===== src/rtl/stopwatch_button_ctrl.sv =====
// Stopwatch button front end: 2-flop sync, debounce and press-edge detect for three
// buttons, plus the run/pause/lap/clear FSM. Define LONG_PRESS_CLEAR_EN for hold-to-clear.
module stopwatch_button_ctrl #(
  parameter int DEBOUNCE_CYCLES = 1000000,
  parameter int HOLD_CYCLES     = 200000000,
  parameter int CNT_W           = 28
) (
  input  logic       clk,
  input  logic       rst,
  input  logic       btn_start_stop,
  input  logic       btn_clear,
  input  logic       btn_lap,
  output logic       start,
  output logic       clear_pulse,
  output logic       lap_freeze,
  output logic [1:0] state
);

  typedef enum logic [1:0] {
    S_IDLE  = 2'b00,
    S_RUN   = 2'b01,
    S_PAUSE = 2'b10,
    S_LAP   = 2'b11
  } state_e;

  localparam logic [CNT_W-1:0] DB_LAST = CNT_W'(DEBOUNCE_CYCLES - 1);

  if (CNT_W < $clog2(DEBOUNCE_CYCLES + 1) || CNT_W < $clog2(HOLD_CYCLES + 1)) begin : g_cnt_w_check
    $error("CNT_W too narrow for DEBOUNCE_CYCLES/HOLD_CYCLES");
  end

  // Bit 0 = start/stop, bit 1 = clear, bit 2 = lap.
  logic [2:0]            btn_raw;
  logic [2:0]            sync1_q, sync1_d, sync2_q, sync2_d;
  logic [2:0]            deb_q, deb_d, deb_prev_q, deb_prev_d, evt_q, evt_d;
  logic [2:0][CNT_W-1:0] cnt_q, cnt_d;
  state_e                state_q, state_d;
  logic                  clear_pulse_q, clear_pulse_d;
  logic                  long_fire;

  assign btn_raw = {btn_lap, btn_clear, btn_start_stop};

  always_comb begin
    sync1_d    = btn_raw;
    sync2_d    = sync1_q;
    deb_d      = deb_q;
    cnt_d      = '0;
    deb_prev_d = deb_q;
    evt_d      = deb_q & ~deb_prev_q;
    for (int i = 0; i < 3; i++) begin
      if (sync2_q[i] != deb_q[i]) begin
        if (cnt_q[i] == DB_LAST) begin
          deb_d[i] = sync2_q[i];
        end else begin
          cnt_d[i] = cnt_q[i] + CNT_W'(1);
        end
      end
    end
  end

`ifdef LONG_PRESS_CLEAR_EN
  localparam logic [CNT_W-1:0] HOLD_LAST = CNT_W'(HOLD_CYCLES - 1);
  localparam logic [CNT_W-1:0] HOLD_MAX  = CNT_W'(HOLD_CYCLES);

  logic [CNT_W-1:0] hold_q, hold_d;

  // Counter parks at HOLD_MAX so a single hold fires exactly once.
  always_comb begin
    hold_d    = hold_q;
    long_fire = 1'b0;
    if (!deb_q[0]) begin
      hold_d = '0;
    end else if (hold_q != HOLD_MAX) begin
      hold_d = hold_q + CNT_W'(1);
      if (hold_q == HOLD_LAST) long_fire = 1'b1;
    end
  end

  always_ff @(posedge clk or negedge rst) begin
    if (!rst) hold_q <= '0;
    else      hold_q <= hold_d;
  end
`else
  assign long_fire = 1'b0;
`endif

  // Priority clear > start_stop > lap; events invalid in the current state fall through.
  always_comb begin
    state_d       = state_q;
    clear_pulse_d = 1'b0;
    case (state_q)
      S_IDLE: begin
        if (evt_q[1])      clear_pulse_d = 1'b1;
        else if (evt_q[0]) state_d = S_RUN;
      end
      S_RUN: begin
        if (evt_q[0])      state_d = S_PAUSE;
        else if (evt_q[2]) state_d = S_LAP;
      end
      S_LAP: begin
        if (evt_q[0])      state_d = S_PAUSE;
        else if (evt_q[2]) state_d = S_RUN;
      end
      S_PAUSE: begin
        if (evt_q[1]) begin
          clear_pulse_d = 1'b1;
          state_d       = S_IDLE;
        end else if (evt_q[0]) begin
          state_d = S_RUN;
        end
      end
      default: state_d = S_IDLE;
    endcase
    if (long_fire) begin
      clear_pulse_d = 1'b1;
      state_d       = S_IDLE;
    end
  end

  always_ff @(posedge clk or negedge rst) begin
    if (!rst) begin
      sync1_q       <= '0;
      sync2_q       <= '0;
      deb_q         <= '0;
      deb_prev_q    <= '0;
      evt_q         <= '0;
      cnt_q         <= '0;
      state_q       <= S_IDLE;
      clear_pulse_q <= 1'b0;
    end else begin
      sync1_q       <= sync1_d;
      sync2_q       <= sync2_d;
      deb_q         <= deb_d;
      deb_prev_q    <= deb_prev_d;
      evt_q         <= evt_d;
      cnt_q         <= cnt_d;
      state_q       <= state_d;
      clear_pulse_q <= clear_pulse_d;
    end
  end

  assign state       = state_q;
  assign start       = (state_q == S_RUN) || (state_q == S_LAP);
  assign lap_freeze  = (state_q == S_LAP);
  assign clear_pulse = clear_pulse_q;

endmodule

===== config.mk =====
export PLATFORM = sky130hd
export DESIGN_NAME = stopwatch_button_ctrl
export DESIGN_NICKNAME = d
export VERILOG_FILES = /design/src/rtl/stopwatch_button_ctrl.sv
export SDC_FILE = /design/constraint.sdc
export NUM_CORES = 1
export LEC_CHECK = 0
export ABC_AREA = 1
export CAP_MARGIN = 20
export CORE_MARGIN = 2
export CORE_UTILIZATION = 60
export CTS_CLUSTER_SIZE = 8
export DETAILED_ROUTE_END_ITERATION = 12
export GPL_TIMING_DRIVEN = 0
export HOLD_SLACK_MARGIN = 0.15
export PLACE_DENSITY = 0.77
export SETUP_SLACK_MARGIN = 0.15
export SKIP_CTS_REPAIR_TIMING = 1
export SLEW_MARGIN = 20
export SYNTH_ARGS = -nofsm -noshare
export SYNTH_HDL_FRONTEND = slang
export SYNTH_SLANG_ARGS = --single-unit

===== constraint.sdc =====
create_clock -name clk -period 2 [get_ports clk]
set_clock_uncertainty 0.1 [all_clocks]
set_input_delay 0.3 -clock clk [delete_from_list [all_inputs] [get_ports clk]]
set_output_delay 0.3 -clock clk [all_outputs]
set_load 0.05 [all_outputs]

Word level (Yosys, flattened, before mapping)
Cells that the tools add are included.
Widths: inputs -> output; s select.

operators by class
  add/sub/neg operators = 3
  equal/unequal tests = 12
  mux-type cells = 16
  bitwise logic cells = 2
  reduce and logical (&&, ||, !) cells = 7

operator list
  cell                   number
  $mux 28                6
  $add 28x1->28 const B  3
  $eq 28x20->1 const B   3
  $mux 2                 7
  $pmux 2 s4             1
  $reduce_and 2->1       3
  $eq 2x2->1 const B     2
  $and 3x3->3            1
  $ne 1x1->1             3
  $ne 3x1->1 const B     1
  $ne 3x3->1 const B     1
  $not 3->3              1
  $reduce_and 3->1       1
  $eq 2x1->1 const B     1
  $logic_not 2->1        1
  $mux 1                 2
  $ne 2x2->1 const B     1
  $reduce_or 2->1        1
  $logic_or 1x1->1       1

storage, ports and cells
  flip-flop bits (word level) = 102
  input port bits = 5
  logic and storage cells = 52

Longest topological paths before layout
Gate-level depths: netlist of the first run.

  depth in word-level cells = 3
  gate-level depth with buffers = 9

Worst setup path after synthesis of the first run
OpenSTA, ideal clock, no wires.

  path type = reg-to-output
  start point = register state_q[0] (netlist: state[0])
  end point = output start
  arrival = 1188 ps
  data required time = 1600 ps
  path slack = 412 ps
  cell stages (with the launch flop) = 2
  path buffers = 1
  cell sequence = dfrtp_1 > clkbuf_1

on the way
  longest elaborated chain between the ends = 2
  elaborated cells on any way between the ends = 3

RTL lines
  what                                             RTL line  source
  from (decl)                                      37        state_e state_q, state_d;
  from (signal assigned)                           137       state_q <= state_d;
  $eq 2x1->1 / $eq 2x2->1 (equally long branches)  143       assign start = (state_q == S_RUN) || (state_q == S_LAP);
  $logic_or 1x1->1 (*)                             143
  to (decl)                                        13        output logic start,

Every way passes the cells marked *; elsewhere a longest branch is shown, timed or not.

Worst setup path in the final report of the first run
  start point = register state_q[0] (netlist: state[0])
  end point = output lap_freeze

on the way
  longest elaborated chain between the ends = 1

RTL lines
  what        RTL line  source
  $eq 2x2->1  144       assign lap_freeze = (state_q == S_LAP);
  to (decl)   15        output logic lap_freeze,

No other way between the ends.

==> metrics.csv, run 1 <==
metric;value;unit
status;finished clean;
Crit Path Category;register to primary output;
initial antenna violation count;0;
CTS tree;yes;
detailed placer's ending HPWL;9200;µm
final hold viol count;0;
Least-Margin Pin Slew;0.507;ns
GP Congestion;0.915;
synth top area cells;dfrtp_1 44%, nand2_1 15%, nor2_1 14%;
syn avg cell area;7.18;µm²
Setup Viol. Count Final;0;
clk root buf;clkbuf_8;
Arrival @ worst endpoint;1.32;ns
Clock Sinks;102;
post-route cell area;6280;µm²
Core Area;9280;µm²
die footprint;10400;µm²
drt drc;0;
dpl cell area;6040;µm²
Initial Utilization;62.1;%
CP endpoint kind;primary output;
Mapped Nets;811;
vias in the first global route;4667;
First DRT Iteration DRCs;297;
Mapped Area;5760;µm²
worst vdd ir;0.000594;V
final wirelength;12400;µm
total power;0.00357;W
Reg2Reg Setup Slack;0.29;ns
FF-to-FF path depth;8;
maximum fanout along the worst path;7;
Hold Slack;0.261;ns
crit start category;register;
Yosys top cell by area;dfrtp_1;
max-cap violations;0;
drt pass-1 iters;5;
die height;102;µm
ANT nets after route;0;
leakage power;2.66;nW
Area Overhead vs Synth;8.97;%
Power Dens Cells;569;nW/µm²
post-synthesis cell count;803;
Reg clk slew, reported paths;0.10;ns
Critical Path RT;1.60;ns
Wirelength per Cell;13.0;µm
most frequent cells in the layout;222 x nand2_1, 213 x nor2_1, 102 x dfrtp_1, 78 x inv_1, 56 x nand3_1;
NumNets Final;833;
Yosys cell types;24;
Min Clock Period, post-route;1.72;ns
reg2reg start;cnt_q[28]$_DFF_PN0_;
HP Class;register to register;
CTS buffer count;9;
site row count;35;
H-tree levels;3;
total grt overflow;0;
IO Count;10;
Longest Clk Path Bufs;2;
FF+latch count, synth;102;
largest net degree at the start of global routing;58;
Final Util;67.6;%
crit share post-route;86.2;%
Synth Warn #;0;
Final Max Tran Viols;0;
CP endpoint;lap_freeze;
RSZ-0062 raised after global routing;no;
Max-Slew Margin vs Limit;66.1;%
Port-buffer cells;9;
first-pass GRT wire length;21300;µm
commonest non-fill, non-tap cell in the layout;nand2_1;
Synth top area share;44.3;%
DR vias/cell;5.14;
routed vias;4930;
reg2reg end;cnt_q[42]$_DFF_PN0_;
achievable frequency;580;MHz
diodes inserted;0;
Die X;102;µm
fillers;843;
register area share after synthesis;44.3;%
Worst Setup SP;state[0]$_DFFE_PN0P_;
share of post-route cells with drive strength above 1;9.04;%
Total GRT Usage;26.2;%
clk_lat worst skew;0.37;ns
## per-layer routing
layer	vias up	GRT usage, %	part of all wire (%)
met4	0	8.10	2.1
met1	2286	35.1	45
met2	128	43.3	48
li1	2493	-	-
met5	-	0	0
met3	23	5.47	5.0
## state kept, by name, summed over array words and instances (netlist names)
signal	cells
sync1_q	3
sync2_q	3
deb_prev_d	3
cnt_q	84
deb_prev_q	3
state	2
clear_pulse	1
evt_q	3
## cell usage after synthesis
library cell and n:
inv_2 3, a21oi_1 13, nand3_2 1, inv_1 78
nand2_2 10, xor2_1 28, nand2_4 3, buf_6 3
o21bai_1 5, nor2_4 7, nor3_1 7, xnor2_1 8
ha_1 3, o21ai_0 2, dfrtp_1 102, and2_1 3
nor2_1 214, nor3b_1 3, nor2_2 26, clkbuf_1 1
xor2_2 3, o221ai_1 1, nand2_1 223, nand3_1 56
## power by group
part	switching, W	internal, W	total (W)
logic	0.0000941	0.0000410	0.000135
clock network	0.000722	0.000617	0.00134
registers	0.0000190	0.00208	0.00210
## cells by family after synthesis
group                    after synthesis  share of synthesized area [%]
buffers and inverters                 85                           5.93
AND/OR/NAND/NOR                      553                           40.7
adder cells (fa/ha/maj)                3                          0.652
XOR/XNOR                              39                           6.32
AO/OA/AOI/OAI                         21                           2.11
flip-flops                           102                           44.3
## how the worst min path moves through the flow
stage / start / endpoint / slack, ns / cells past startpoint
final: sync1_q[0]$_DFF_PN0_ / sync2_q[0]$_DFF_PN0_ / 0.26 / 0
after global routing: btn_lap / sync1_q[2]$_DFF_PN0_ / 0.24 / 1
after CTS: rst / clear_pulse$_DFF_PN0_ / -0.25 / 1
after detailed placement: rst / clear_pulse$_DFF_PN0_ / 0.16 / 1
after global placement: sync1_q[0]$_DFF_PN0_ / sync2_q[0]$_DFF_PN0_ / 0.23 / 0
after floorplan: rst / clear_pulse$_DFF_PN0_ / -0.1 / 0
## stage by stage
step	instances	setup TNS [ns]	setup slack, ns
floorplan	803	0	0.412
global placement	941	-334.21	-3.28
detailed placement	942	0	0.203
CTS	958	-0.352	-0.145
global route	959	0	0.157
finish	959	0	0.277
## layout make-up
class	instances	area, µm²	share of cell area (%)
plain buffers	4	37.5	0.598
flip-flops and latches	102	2550	40.7
well taps	129	161	2.57
clock inverters	5	57.6	0.917
clock buffers	11	141	2.25
repair buffers	11	141	2.25
multi-input cells	616	2880	45.9
inverters	81	304	4.84
## critical path, cell delays in order, from the launching register on
cell and delay [ns]:
dfrtp_1 0.44, nand2_1 0.07, inv_1 0.04, dlymetal6s2s_1 0.40
Power figures use the tool's default switching activity.
==> inputs of run 2 (changes only) <==
--- a/config.mk
+++ b/config.mk
@@ -14,7 +14,6 @@
 export GPL_TIMING_DRIVEN = 0
 export HOLD_SLACK_MARGIN = 0.15
 export PLACE_DENSITY = 0.77
-export SETUP_SLACK_MARGIN = 0.15
 export SKIP_CTS_REPAIR_TIMING = 1
 export SLEW_MARGIN = 20
 export SYNTH_ARGS = -nofsm -noshare
==> run 2 against run 1 <==
Clock power about the same. Critical path type unchanged. Maximum frequency fell by 9.0%. Combinational power barely moved. Critical path depth down 2. Design area down 0.28%. Flip-flop and latch count stayed put.
==> metrics.csv, run 2 (synthesis gave the netlist of run 1 again) <==
metric;value;unit;change
status;finished clean;;
GR Util met1;35.1;%;unchanged
clk root buf;clkbuf_8;;
Biggest register;cnt_q;;
Least-Margin Pin Slew;0.504;ns;-0.00356 ns
crit-path cells;clkdlybuf4s50_1;;
grt met3 use;5.47;%;unchanged
met2 GRT Util;43.3;%;unchanged
reg2reg start;cnt_q[28]$_DFF_PN0_;;
leakage power;2.64;nW;-0.76%
Reg2Reg Setup Slack;0.18;ns;-0.11 ns
GP Congestion;0.915;;unchanged
NumNets Final;833;;unchanged
final wirelength;12400;µm;about the same
most frequent cells in the layout;223 x nand2_1, 214 x nor2_1, 102 x dfrtp_1, 78 x inv_1, 56 x nand3_1;;
CTS buffer count;9;;unchanged
max FFs per register;84;;unchanged
Min Clock Period, post-route;1.89;ns;+0.170 ns
RSZ-0062 raised after global routing;no;;
CP peak stage delay;0.79;ns;+0.35 ns
drt pass-1 iters;7;;+2
crit share post-route;94.7;%;+8.5 points
initial antenna violation count;0;;unchanged
clk_lat worst skew;0.37;ns;about the same
DR vias/cell;5.14;;unchanged
die height;102;µm;unchanged
Hold Slack;0.260;ns;-0.000192 ns
Setup Viol. Count Final;0;;unchanged
worst setup margin;0.107;ns;-0.170 ns
Reg clk slew, reported paths;0.10;ns;about the same
FF-to-FF path depth;8;;unchanged
Crit Path Category;register to primary output;;
crit start category;register;;
delay-heaviest family, CP;buffers and inverters;;
reg2reg end;cnt_q[42]$_DFF_PN0_;;
First DRT Iteration DRCs;326;;+9.8%
final hold viol count;0;;unchanged
Area Overhead vs Synth;8.66;%;
hold-critical path depth;0;;unchanged
die footprint;10400;µm²;unchanged
Hold Path End;sync2_q[0]$_DFF_PN0_;;
HP Start;sync1_q[0]$_DFF_PN0_;;
ANT nets after route;0;;unchanged
CTS tree;yes;;
Clock Sinks;102;;unchanged
crit path max-delay cell type;clkdlybuf4s50_1;;
HP Class;register to register;;
maximum fanout along the worst path;1;;-6
dpl ws;0.203;ns;unchanged
diodes inserted;0;;unchanged
Critical Path RT;1.60;ns;about the same
largest net degree at the start of global routing;58;;unchanged
Critical path buffers and inverters;1;;-1
H-tree levels;3;;unchanged
worst vdd ir;0.000594;V;about the same
max-cap violations;0;;unchanged
Port-buffer cells;9;;unchanged
Arrival @ worst endpoint;1.49;ns;+0.17 ns
Total GRT Usage;26.2;%;unchanged
Longest Clk Path Bufs;2;;unchanged
Initial Utilization;62.1;%;unchanged
Max-Slew Margin vs Limit;66.4;%;+0.24 points
Die X;102;µm;unchanged
Power Dens Cells;571;nW/µm²;+0.32%
Core Area;9280;µm²;unchanged
Final Max Tran Viols;0;;unchanged
commonest non-fill, non-tap cell in the layout;nand2_1;;
Most Crowded Layer GR;met2;;
vias in the first global route;4667;;unchanged
Wirelength per Cell;13.0;µm;about the same
achievable frequency;528;MHz;-9.0%
routed vias;4930;;unchanged
share of post-route cells with drive strength above 1;8.80;%;-0.24 points
drt drc;0;;unchanged
site row count;35;;unchanged
first-pass GRT wire length;21300;µm;unchanged
CP endpoint kind;primary output;;
total grt overflow;0;;unchanged
IO Count;10;;unchanged
detailed placer's ending HPWL;9200;µm;unchanged
-- run 2: changes by cell type in the layout (fill, tap and decap cells not counted), sizes merged --
cell           change
clkdlybuf4s50      +1
dlymetal6s2s       -1
-- run 2: worst max-delay path by stage --
stage | start | endpoint | cells after the start | slack (ns)
after floorplan | state[0]$_DFFE_PN0P_ | start | 1 | 0.41
after global placement | rst | cnt_q[12]$_DFF_PN0_ | 1 | -3.28
after detailed placement | cnt_q[28]$_DFF_PN0_ | cnt_q[42]$_DFF_PN0_ | 8 | 0.20
after CTS | state[0]$_DFFE_PN0P_ | lap_freeze | 3 | -0.14
after global routing | cnt_q[28]$_DFF_PN0_ | cnt_q[54]$_DFF_PN0_ | 8 | 0.02
final | clear_pulse$_DFF_PN0_ | clear_pulse | 1 | 0.11
-- run 2: routing by layer --
metal	vias up	share of wire, %
li1	2490	-
met1	2275	45
met2	141	48
met3	24	5.1
met4	0	2.1
met5	-	0
-- run 2: report_power, final --
| group | switching [W] | internal, W |
|---|---|---|
| logic | 0.0000940 | 0.0000410 |
| clock network | 0.000723 | 0.000617 |
| registers | 0.0000190 | 0.00208 |
-- run 2: worst reg2reg max path: stages, from the launching register on --
cell,delay [ns]
dfrtp_1,0.40
ha_1,0.21
nand2_1,0.09
nor2_2,0.17
nand2_1,0.11
nor2_1,0.26
nand2_2,0.16
nand2_4,0.16
nor2_1,0.07
-- run 2: area by class of cell --
cell class | instances | area [µm²]
Multi-Input combinational cell | 616 | 2870
Inverter | 81 | 304
Sequential cell | 102 | 2550
Fill cell | 845 | 3020
Tap cell | 129 | 161
Buffer | 4 | 37.5
Timing Repair Buffer | 11 | 139
Clock buffer | 11 | 141
Clock inverter | 5 | 57.6
-- run 2: per-stage QoR --
stage | cells | util [%] | setup TNS [ns] | cell area [µm²] | power [W]
global route | 959 | 67.4 | 0 | 6260 | 0.00372
detailed placement | 942 | 65.1 | 0 | 6040 | 0.00228
global placement | 941 | 64.8 | -334.21 | 6010 | 0.00227
floorplan | 803 | - | 0 | 5760 | 0.00220
CTS | 958 | 67.2 | -0.352 | 6240 | 0.00363
finish | 959 | 67.4 | 0 | 6260 | 0.00358
